==> config.mk <==
export PLATFORM = sky130hd
export DESIGN_NAME = peak_histogram
export DESIGN_NICKNAME = d
export VERILOG_FILES = /design/src/rtl/sifh_pkg.sv /design/src/rtl/window_binner.sv /design/src/rtl/peak_histogram.sv
export SDC_FILE = /design/constraint.sdc
export NUM_CORES = 1
export LEC_CHECK = 0
export ABC_CLOCK_PERIOD_IN_PS = 7480
export CORE_ASPECT_RATIO = 1.75
export CORE_MARGIN = 2
export CORE_UTILIZATION = 62
export DETAILED_ROUTE_END_ITERATION = 10
export PLACE_DENSITY = 0.81
export SYNTH_ARGS = -nofsm -noshare
export SYNTH_HDL_FRONTEND = slang
export SYNTH_SLANG_ARGS = --single-unit
==> constraint.sdc <==
create_clock -name clk -period 7.48 [get_ports clk]
set_input_delay 1.122 -clock clk [delete_from_list [all_inputs] [get_ports clk]]
set_output_delay 1.122 -clock clk [all_outputs]
set_load 0.02 [all_outputs]
==> src/rtl/sifh_pkg.sv <==
// +----------------------------------------------------------------------+
// | sifh_pkg : shared defaults and FSM encoding for peak_histogram       |
// | Rev 1.0 : initial release                                            |
// +----------------------------------------------------------------------+
`default_nettype none

package sifh_pkg;

  localparam int c_NP_DEF    = 16;
  localparam int c_NB_DEF    = 4;
  localparam int c_NBINS_DEF = 1 << c_NB_DEF;

  typedef enum logic [2:0] {
    S_IDLE  = 3'd0,
    S_CLEAR = 3'd1,
    S_ACCUM = 3'd2,
    S_SCAN  = 3'd3,
    S_DONE  = 3'd4
  } state_t;

endpackage

`default_nettype wire

==> src/rtl/window_binner.sv <==
// +----------------------------------------------------------------------+
// | window_binner : combinational in-window test and bin-index compute   |
// | Rev 1.0 : initial release                                            |
// +----------------------------------------------------------------------+
`default_nettype none

module window_binner
  import sifh_pkg::*;
#(
  parameter int NP = c_NP_DEF,
  parameter int NB = c_NB_DEF,
  parameter int SW = $clog2(NP)
) (
  input  logic [NP-1:0] i_ts,
  input  logic [NP-1:0] i_thMinus,
  input  logic [NP-1:0] i_thPositive,
  input  logic [SW-1:0] i_binShift,
  output logic          o_hit,
  output logic [NB-1:0] o_binIdx
);

  logic [NP-1:0] w_offset;
  logic [NP-1:0] w_shifted;
  logic          w_inWindow;
  logic          w_inRange;

  assign w_inWindow = (i_ts >= i_thMinus) && (i_ts < i_thPositive);
  assign w_offset   = i_ts - i_thMinus;
  assign w_shifted  = w_offset >> i_binShift;
  // Any set bit above the index field means the event falls past the last bin.
  assign w_inRange  = ((w_shifted >> NB) == '0);
  assign o_hit      = w_inWindow && w_inRange;
  assign o_binIdx   = w_shifted[NB-1:0];

endmodule

`default_nettype wire

==> src/rtl/peak_histogram.sv <==
// +----------------------------------------------------------------------+
// | peak_histogram : TDC timestamp histogram with peak-bin search        |
// | Option: define PEAK_HIST_SATURATE_EN to saturate bin counters        |
// | Rev 1.0 : initial release                                            |
// +----------------------------------------------------------------------+
`default_nettype none

module peak_histogram
  import sifh_pkg::*;
#(
  parameter int NP    = c_NP_DEF,
  parameter int NB    = c_NB_DEF,
  parameter int CNT_W = 12
) (
  input  logic                    clk,
  input  logic                    rst_n,
  input  logic                    frame_start,
  input  logic                    frame_end,
  input  logic                    ts_valid,
  input  logic [NP-1:0]           ts,
  input  logic [NP-1:0]           th_minus,
  input  logic [NP-1:0]           th_positive,
  input  logic [$clog2(NP)-1:0]   bin_shift,
  output logic [NB-1:0]           peakCH,
  output logic [CNT_W-1:0]        peak_count,
  output logic                    peakDone,
  output logic                    busy
);

  localparam int               c_SW       = $clog2(NP);
  localparam int               c_NBINS    = 1 << NB;
  localparam logic [NB-1:0]    c_LAST_BIN = '1;
  localparam logic [CNT_W-1:0] c_CNT_MAX  = '1;

  state_t           r_state;
  logic [NP-1:0]    r_thMinus;
  logic [NP-1:0]    r_thPositive;
  logic [c_SW-1:0]  r_binShift;
  logic [CNT_W-1:0] r_bins [c_NBINS];
  logic [NB-1:0]    r_scanIdx;
  logic [NB-1:0]    r_maxIdx;
  logic [CNT_W-1:0] r_maxCnt;
  logic [NB-1:0]    r_peakCH;
  logic [CNT_W-1:0] r_peakCount;
  logic             r_peakDone;
  logic             r_busy;

  logic             w_hit;
  logic [NB-1:0]    w_binIdx;
  logic             w_accept;
  logic [CNT_W-1:0] w_binCur;
  logic [CNT_W-1:0] w_binNext;
  logic [CNT_W-1:0] w_scanCnt;
  logic             w_scanGt;

  window_binner #(
    .NP (NP),
    .NB (NB),
    .SW (c_SW)
  ) u_binner (
    .i_ts         (ts),
    .i_thMinus    (r_thMinus),
    .i_thPositive (r_thPositive),
    .i_binShift   (r_binShift),
    .o_hit        (w_hit),
    .o_binIdx     (w_binIdx)
  );

  assign w_accept = (r_state == S_ACCUM) && ts_valid && w_hit;
  assign w_binCur = r_bins[w_binIdx];

`ifdef PEAK_HIST_SATURATE_EN
  assign w_binNext = (w_binCur == c_CNT_MAX) ? w_binCur : w_binCur + 1'b1;
`else
  assign w_binNext = w_binCur + 1'b1;
`endif

  // Strict compare keeps the earliest bin on ties.
  assign w_scanCnt = r_bins[r_scanIdx];
  assign w_scanGt  = (w_scanCnt > r_maxCnt);

  always_ff @(posedge clk) begin
    if (!rst_n) begin
      r_state      <= S_IDLE;
      r_thMinus    <= '0;
      r_thPositive <= '0;
      r_binShift   <= '0;
      for (int i = 0; i < c_NBINS; i++) r_bins[i] <= '0;
      r_scanIdx    <= '0;
      r_maxIdx     <= '0;
      r_maxCnt     <= '0;
      r_peakCH     <= '0;
      r_peakCount  <= '0;
      r_peakDone   <= 1'b0;
      r_busy       <= 1'b0;
    end else begin
      r_peakDone <= 1'b0;
      case (r_state)
        S_IDLE, S_DONE: begin
          if (frame_start) begin
            r_thMinus    <= th_minus;
            r_thPositive <= th_positive;
            r_binShift   <= bin_shift;
            r_busy       <= 1'b1;
            r_state      <= S_CLEAR;
          end else begin
            r_state <= S_IDLE;
          end
        end
        S_CLEAR: begin
          for (int i = 0; i < c_NBINS; i++) r_bins[i] <= '0;
          r_state <= S_ACCUM;
        end
        S_ACCUM: begin
          if (w_accept) r_bins[w_binIdx] <= w_binNext;
          if (frame_end) begin
            r_scanIdx <= '0;
            r_maxIdx  <= '0;
            r_maxCnt  <= '0;
            r_state   <= S_SCAN;
          end
        end
        S_SCAN: begin
          if (w_scanGt) begin
            r_maxCnt <= w_scanCnt;
            r_maxIdx <= r_scanIdx;
          end
          r_scanIdx <= r_scanIdx + 1'b1;
          if (r_scanIdx == c_LAST_BIN) begin
            r_peakCH    <= w_scanGt ? r_scanIdx : r_maxIdx;
            r_peakCount <= w_scanGt ? w_scanCnt : r_maxCnt;
            r_peakDone  <= 1'b1;
            r_busy      <= 1'b0;
            r_state     <= S_DONE;
          end
        end
        default: r_state <= S_IDLE;
      endcase
    end
  end

  assign peakCH     = r_peakCH;
  assign peak_count = r_peakCount;
  assign peakDone   = r_peakDone;
  assign busy       = r_busy;

endmodule

`default_nettype wire

==> results_dict.tcl <==
set metrics [dict create \
    status "complete, no violations" \
    start_kind "input pin" \
    synth-seq-cells 273 \
    die_h_microns 220 \
    ctsRootBufferMaster "clkbuf_16" \
    cts_buffers 26 \
    synth_simple_gate_area_share_pct 18.7 \
    use_met3_pct 8.79 \
    drc 0 \
    antenna_found_initial 3 \
    finalMaxSlewViolations 0 \
    final-hold-violation-count 0 \
    ys.flop_type "edfxtp_1" \
    critical_path_class "in -> reg" \
    post_drt_wl_per_cell_microns 26.2 \
    synthTopCellsByCount "nor2_1, nand2_1, edfxtp_1, clkbuf_1, dfxtp_1" \
    grt_use_met2_pct 66.7 \
    synthAdderAreaFrac_pct 3.62 \
    grt_pass1_wl_microns 80500 \
    clk_path_buf_depth 3 \
    synth_edf_count 192 \
    gr-total-overflow 0 \
    reg2reg_depth 20 \
    initial_core_util_pct 63.2 \
    synth_top_cell_by_area "edfxtp_1" \
    top_usage_layer "met2" \
    core_area_sq_um 26100 \
    synth_top_family_by_area "simple AND/OR/NAND/NOR gates" \
    netlist_area_sq_um 16500 \
    p_leak_nw 7.06 \
    gp_congestion 1.06 \
    clk_latency_ns 0.57 \
    clock.fmax_mhz 143 \
    synth_top_area_share_pct 35.0 \
    timing.slew.headroom_pct 20.4 \
    nNetsFinal 1809 \
    rsz0062_at_grt "no" \
    sw_frac_of_total_pct 37.8 \
    worstPathArrival_ns 7.34 \
    period_needed_ns 7.01 \
    grt_max_degree 80 \
    power_density_nw_per_um2 266 \
    synth.distinct_cells 97 \
    gr-usage-met1_pct 39.0 \
    clkTransAtPathRegs_ns 0.06 \
    synthMuxAreaShare_pct 11.6 \
    dp_hpwl_microns 37800 \
    first_pass_iters 6 \
    die_area_sq_um 27900 \
    crit_family "compound AO/OA/AOI/OAI gates" \
    grt_usage_pct 38.4 \
    setup_violations 0 \
    worstPathCellList "clkdlybuf4s50_1 -> inv_1 -> ha_1 -> fa_1 -> nand2b_1 -> a21o_1 -> a2111oi_2 -> or3_1 -> a31oi_1 -> o31ai_1 -> o31a_2 -> buf_4 -> o2111ai_1 -> nand4b_1 -> a222oi_1 -> buf_4 -> ha_1 -> nand2_1 -> nor2_1 -> xnor2_1 -> buf_4 -> nor2_1" \
    cts_max_level 1 \
    cpMostUsedCell "buf_4" \
    slowest_delay_ns 0.70 \
    internal_power_mw 3.09 \
    synth_compound_area_share_pct 15.3 \
    cp_data_required_time_ns 7.80 \
    mappedNetlistNets 1732 \
    ctsResizeCount 0 \
    row_count 78 \
    yosysMostFrequentCell "nor2_1" \
    die_w_microns 127 \
    layout-drive-gt1-share_pct 15.1 \
    cp_slowest_cell "o31a_2" \
    whs_ns 0.467 \
    cp.depth 22 \
    p_comb_share_pct 38.3 \
    area_delta_synth_final_pct 13.6 \
    grt_pass1_vias 14200 \
    clkPwrFrac_pct 26.1 \
    ir_worst_vdd_v 0.000230 \
    postSynth.asyncResetShare_pct 0 \
    cts_setup_buffers 0 \
    io_buffer_count 74 \
    avgSynthCellArea_sq_um 10.1 \
    seqPwrFrac_pct 35.6 \
    synth-xor-area-share_pct 0.836 \
    fin_setup_tns_ns 0 \
    worst_setup_path_end_kind "flip-flop" \
    worst_clock_skew_ns 0.0205 \
    cp_num_buf_inv 5 \
    synth_area_leaders "edfxtp_1, dfxtp_1, mux4_2" \
    drv_cap 0 \
    min-delay-path-class "reg -> reg" \
    finalWirelength_microns 53500 \
    ios 75 \
    ctsHoldBuffers 0 \
    path_max_fanout 21 \
    ant_nets 0 \
    post-place-cells 1997 \
    worstMarginPinSlew_ns 1.19 \
    cts_tree "yes" \
    p_switching_mw 1.88 \
    holdPathStages 2 \
    finalCritPeriodShare_pct 93.8 \
    initialDrtViolationCount 1694 \
    yosysWarnings 0 \
    finalNonFillerCells 2044 \
    vias 14100 \
    routed_via_density 6.91 \
    syn_inst 1628 \
    clock-sinks 273 \
    synth_seq_area_share_pct 44.9 \
]
layer usage:
| layer | vias to the layer above | share of wire, % | wire length, microns |
|---|---|---|---|
| met5 | - | 0.049 | 26 |
| met4 | 4 | 9.8 | 5240 |
| met3 | 324 | 9.1 | 4860 |
| met2 | 973 | 49 | 26500 |
| met1 | 6648 | 32 | 16900 |
| li1 | 6166 | - | - |
stage by stage:
step | instance area, sq um | worst slack [ns] | power (mW) | utilization (%)
after detailed placement | 17900 | 0.0800 | 3.61 | 68.6
final | 18700 | 0.466 | 4.97 | 71.8
after global placement | 17900 | 0.282 | 3.57 | 68.6
after global routing | 18700 | 0.270 | 5.12 | 71.8
after CTS | 18700 | 0.651 | 4.89 | 71.8
after floorplan | 16500 | 1.41 | 2.86 | -
logic make-up after synthesis:
logic type | Yosys count
XOR/XNOR | 14
buffers and inverters | 198
AO/OA/AOI/OAI | 332
flip-flops | 273
adder cells (fa/ha/maj) | 47
multiplexers | 111
AND/OR/NAND/NOR | 653
placed cells by master (no fill, tap or decap), drive strengths merged, types with 48 or more instances in the layout:
master / Yosys / final
nor2: 221 / 221
o21ai: 56 / 56
edfxtp: 192 / 192
inv: 74 / 75
buf: 39 / 98
dfxtp: 81 / 81
nand2: 205 / 205
clkdlybuf4s50: 0 / 73
mux4: 63 / 63
a21oi: 48 / 48
path summary, 6_finish.rpt:
path	from	endpoint	slack [ns]
setup / recovery	ts[0]	r_bins[12][6]	0.47
hold / removal	r_thPositive[2]	r_thPositive[2]	0.47
setup reg to reg	r_thMinus[6]	r_bins[12][6]	1.23
hold reg to reg	r_thPositive[2]	r_thPositive[2]	0.47
layout make-up:
cell class              count  area [sq um]
multi-input cells        1157          8280
flip-flops and latches    273          7390
fillers                  1918          7360
repair buffers            171          1530
clock buffers              35           719
well taps                 320           400
inverters                  76           285
clock inverters            11          98.8
diodes                      1          2.50
worst reg2reg max path, delay by kind of cell, from the launching register on:
family	cells	cell delay, ns
compound gates	8	2.68
simple gates	5	1.03
buf+inv	4	0.91
fa+ha+maj	2	0.63
xor+xnor	1	0.44
flops	1	0.33
registers in the layout, summed over array words and instances, names as in the netlist, named ones only:
signal,count
r_maxCnt,12
peak_count,12
r_scanIdx,4
r_state,3
r_thPositive,16
r_binShift,4
peakCH,4
r_thMinus,16
r_maxIdx,4
peakDone,1
r_bins,192
busy,1
power by group through the flow:
stage | Clock [mW] | Sequential, mW | Combinational [mW]
6_report | 1.30 | 1.77 | 1.91
5_1_grt | 1.36 | 1.78 | 1.99
4_1_cts | 1.30 | 1.77 | 1.82
3_5_place_dp | 0 | 1.80 | 1.81
3_3_place_gp | 0 | 1.79 | 1.78
2_1_floorplan | 0 | 1.77 | 1.09
Power figures use the tool's default switching activity.
